$ cat src/rtl/iob_skid_buf.sv
// Two-entry elastic stage: registered o_data and registered i_ready, full throughput.
// The skid register absorbs the word in flight when the consumer stalls.
module iob_skid_buf #(
  parameter int unsigned DATA_W  = 32,
  parameter int unsigned RST_VAL = 0
) (
  input  logic              clk,
  input  logic              arst,
  input  logic              rst,
  input  logic              en,
  input  logic              i_valid,
  output logic              i_ready,
  input  logic [DATA_W-1:0] i_data,
  output logic              o_valid,
  input  logic              o_ready,
  output logic [DATA_W-1:0] o_data,
  output logic [1:0]        level
);

  localparam logic [DATA_W-1:0] RST_D = DATA_W'(RST_VAL);

  // Encoding is {m_valid, s_valid}; 2'b01 is never entered.
  typedef enum logic [1:0] {
    EMPTY = 2'b00,
    ONE   = 2'b10,
    FULL  = 2'b11
  } state_t;

  state_t            state, state_nxt;
  logic [DATA_W-1:0] m_data, s_data;
  logic              m_valid, s_valid;
  logic              it, ot;
  logic              m_load_in, m_load_skid, s_load_in;

  assign m_valid = state[1];
  assign s_valid = state[0];

  assign i_ready = en & ~s_valid;
  assign o_valid = en & m_valid;
  assign o_data  = m_data;
  assign level   = {1'b0, m_valid} + {1'b0, s_valid};

  assign it = i_valid & i_ready;
  assign ot = o_valid & o_ready;

  always_comb begin
    state_nxt   = state;
    m_load_in   = 1'b0;
    m_load_skid = 1'b0;
    s_load_in   = 1'b0;
    case (state)
      EMPTY: begin
        if (it) begin
          state_nxt = ONE;
          m_load_in = 1'b1;
        end
      end
      ONE: begin
        if (it && ot) begin
          m_load_in = 1'b1;
        end else if (it) begin
          state_nxt = FULL;
          s_load_in = 1'b1;
        end else if (ot) begin
          state_nxt = EMPTY;
        end
      end
      FULL: begin
        // i_ready is low here, so only the drain path exists.
        if (ot) begin
          state_nxt   = ONE;
          m_load_skid = 1'b1;
        end
      end
      default: state_nxt = EMPTY;
    endcase
  end

  always_ff @(posedge clk or posedge arst) begin
    if (arst) begin
      state  <= EMPTY;
      m_data <= RST_D;
      s_data <= RST_D;
    end else if (rst) begin
      state  <= EMPTY;
      m_data <= RST_D;
      s_data <= RST_D;
    end else begin
      state <= state_nxt;
      if (m_load_in) begin
        m_data <= i_data;
      end else if (m_load_skid) begin
        m_data <= s_data;
      end
      if (s_load_in) begin
        s_data <= i_data;
      end
    end
  end

  a_no_skid_only : assert property (@(posedge clk) disable iff (arst) state != 2'b01);

endmodule
$ cat config.mk
export PLATFORM = sky130hd
export DESIGN_NAME = iob_skid_buf
export DESIGN_NICKNAME = d
export VERILOG_FILES = /design/src/rtl/iob_skid_buf.sv
export SDC_FILE = /design/constraint.sdc
export NUM_CORES = 1
export LEC_CHECK = 0
export CAP_MARGIN = 20
export CORE_MARGIN = 2
export CORE_UTILIZATION = 53
export CTS_CLUSTER_DIAMETER = 150
export DETAILED_ROUTE_END_ITERATION = 16
export GPL_TIMING_DRIVEN = 0
export PLACE_DENSITY = 0.84
export SLEW_MARGIN = 20
export SYNTH_ARGS = -nofsm -noshare
export SYNTH_HDL_FRONTEND = slang
export SYNTH_SLANG_ARGS = --single-unit
$ cat constraint.sdc
create_clock -name clk -period 6.35 [get_ports clk]
set_input_delay 1.27 -clock clk [delete_from_list [all_inputs] [get_ports clk]]
set_output_delay 1.27 -clock clk [all_outputs]
set_load 0.05 [all_outputs]
==> summary.md <==
| Metric | Value |
|---|---|
| Status | finished, final reports clean |
| Boundary Pins | 74 |
| Final Setup Violations | 0 |
| Port bufs | 73 |
| RSZ-0062 raised after global routing | false |
| Share of layout cells above drive strength 1 | 0.227 |
| Mapped Area | 0.00310 mm² |
| Hold Slack | about 0.50 ns |
| Crit path DAT | 2.86 ns |
| Post-CTS Resized | 0 |
| DRC Markers | 0 |
| Max Root-Sink Buffers | 2 |
| Area share of the largest cell type after synthesis | 0.532 |
| Vias | 2121 |
| Max VDD drop | 0.000185 V |
| Fmax | 0.242 GHz |
| Fin area | 0.00413 mm² |
| Antenna cells | 0 |
| CTS Buf Count | 9 |
| Met1 wire length | just over 3000 µm |
| Stages on worst setup path | 3 |
| Setup WS pre-CTS | 2.23 ns |
| Hold Crit Class | reg2reg |
| Dominant cells by area after synthesis | dfrtp_1, o2bb2ai_2, mux2i_1, a22o_1, buf_6 |
| Critical Path Source Type | input pin |
| Global route overflow | 0 |
| Critical path type | in2out |
| Pin count of the biggest net entering global routing | 36 |
| Final core utilization | 0.741 |
| Layout area overhead | 33.1% |
| Placed cells | 357 |
| Die X-Extent | 80.5 µm |
| Mean Syn Cell Area | 14.7 µm² |
| CTS sink cnt | 66 |
| Slew headroom | 0.645 |
| Clock root buffer | clkbuf_8 |
| CP Buf/Inv Count | 2 |
| Final min period | 4.13 ns |
| R2R Setup Slk | 4.40 ns |
| Post-route antenna net violation count | 0 |
| Max Clock Skew | 0.00799 ns |
| Detailed Place HPWL | 4760 µm |
| Post-CTS Hold Buffers | 0 |
| Reg2Reg Depth | 7 |
| CP required | between 5 and 6 ns |
| Crit path max-delay family | buffers and inverters |
| DRT Wirelength | between 6000 and 7000 µm |
| Setup WS post-layout | between 2 and 2.5 ns |
| Core Area | between 0.005 and 0.006 mm² |
| Crit path top cell by count | clkdlybuf4s50_1 |
| Htree depth | 3 |
| Worst path slowest cell | clkdlybuf4s50_1 |
| Worst Max-Slew Pin Slew | 0.531 ns |
| Yosys cell types | 27 |
| Drt via density | 5.70 |
| Routed wl met3 | approximately 290 µm |
| Placed Instance Area | 0.00395 mm² |
| Clk slew on worst S/H paths | 0.07 ns |
| Cell Pwr Density | 269 mW/mm² |
| Peak per-stage delay on the critical path | 0.82 ns |
| Die Y-Extent | around 81 µm |
| Antenna violations before repair | 0 |
| Period utilisation layout | 0.650 |
| Hold Path Cell Cnt | 1 |
| Postcts setup bufs | 0 |
| Slew Limit Fails | 0 |
| Mapped Cells | 211 |
| Max Cap Viol | 0 |
| Placer Congestion | 0.775 |
| Starting Density | 0.557 |
| Leakage power | between 1.5 and 2 nW |
| Layout Cells excl Fill | 372 |
| Die area | 0.00648 mm² |
| Worst-path cell chain | clkdlybuf4s50_1 -> nor2b_1 -> clkdlybuf4s50_1 |
| # nets final | 338 |
| Syn Nets | 253 |
| Initial drt markers | 118 |
| Metal2 WL | ~3100 µm |
| First-pass GRT wire length | about 11000 µm |
| #FFs+latches synth | 66 |
| Skew-Pair Late Insertion Delay | 0.33 ns |
| Crit. End Element | output port |
| Commonest non-fill, non-tap cell in the layout | clkdlybuf4s50_1 |
| Final Hold Viols | 0 |
| Most frequent cells in the layout | clkdlybuf4s50_1, dfrtp_1, mux2i_1, a22o_1, o2bb2ai_2 |
| Avg WL per Cell | approximately 18 µm |
| Register area share after synthesis | 0.532 |
| Synth warn | 0 |
| Top layer in use | met4 |
| Tot Pwr | 1.11 mW |
| Row count | 27 |
| Post-synth top area cell | dfrtp_1 |
| Iteration count of the initial detailed-routing pass | 4 |
| Number of global-route vias before repair | 2200 |
| CTS tree | yes |
| Setup TNS | 0 ns |
| GRT Total Usage | 0.228 |
| Crit Path Max Fanout | 6 |
## cells by family after synthesis
family,Yosys count,share of synthesized area
and+or+nand+nor,14,0.0306
DFF,66,0.532
xor gates and xnor gates,1,0.00282
AOI/OAI and AO/OA,71,0.258
adders and majority gates,4,0.0161
buffers and inverters,21,0.0496
muxes,34,0.110
## report_power, final
part | switching [mW] | internal, mW | total, mW
sequential | 0.0222 | 0.447 | 0.469
combinational | 0.182 | 0.128 | 0.311
clock | 0.144 | 0.189 | 0.333
total | 0.349 | 0.764 | 1.11
## registers in the layout, indices dropped and copies added, names as in the netlist
register	count
o_data	32
s_data	32
state	2
## path summary, 6_finish.rpt
kind / start / to
min reg2reg: o_data[24] / o_data[24]
max reg2reg: state[0] / o_data[4]
max in group asynchronous: arst / s_data[12]
min: o_data[24] / o_data[24]
min in group asynchronous: arst / o_data[19]
max: en / i_ready
## final cells by class
type                    instances  area, µm²
plain buffers                  16        135
clock buffers                  12        145
clock inverters                 3       40.0
fillers                       383       1440
inverters                       5       21.3
multi-input cells             124       1300
flip-flops and latches         66       1650
well taps                      72       90.1
repair buffers                 74        751
## cell usage after synthesis (all sizes together)
| master | number |
|---|---|
| dfrtp | 66 |
| a22o | 33 |
| mux2i | 33 |
| o2bb2ai | 32 |
| buf | 15 |
| inv | 5 |
| a21oi | 4 |
| ha | 4 |
| nor2 | 4 |
| and2 | 2 |
| nand2 | 2 |
| a41oi | 1 |
| and3 | 1 |
| clkbuf | 1 |
| mux2 | 1 |
| nand3 | 1 |
| nand3b | 1 |
| nand4b | 1 |
| nor2b | 1 |
| nor3 | 1 |
| o21ai | 1 |
| xnor2 | 1 |
## metal layers
| metal | up-vias | track usage |
|---|---|---|
| li1 | 984 | - |
| met1 | 1057 | 0.313 |
| met2 | 67 | 0.352 |
| met3 | 13 | 0.0393 |
| met4 | 0 | 0.110 |
| met5 | - | 0 |
Power figures use the tool's default switching activity.
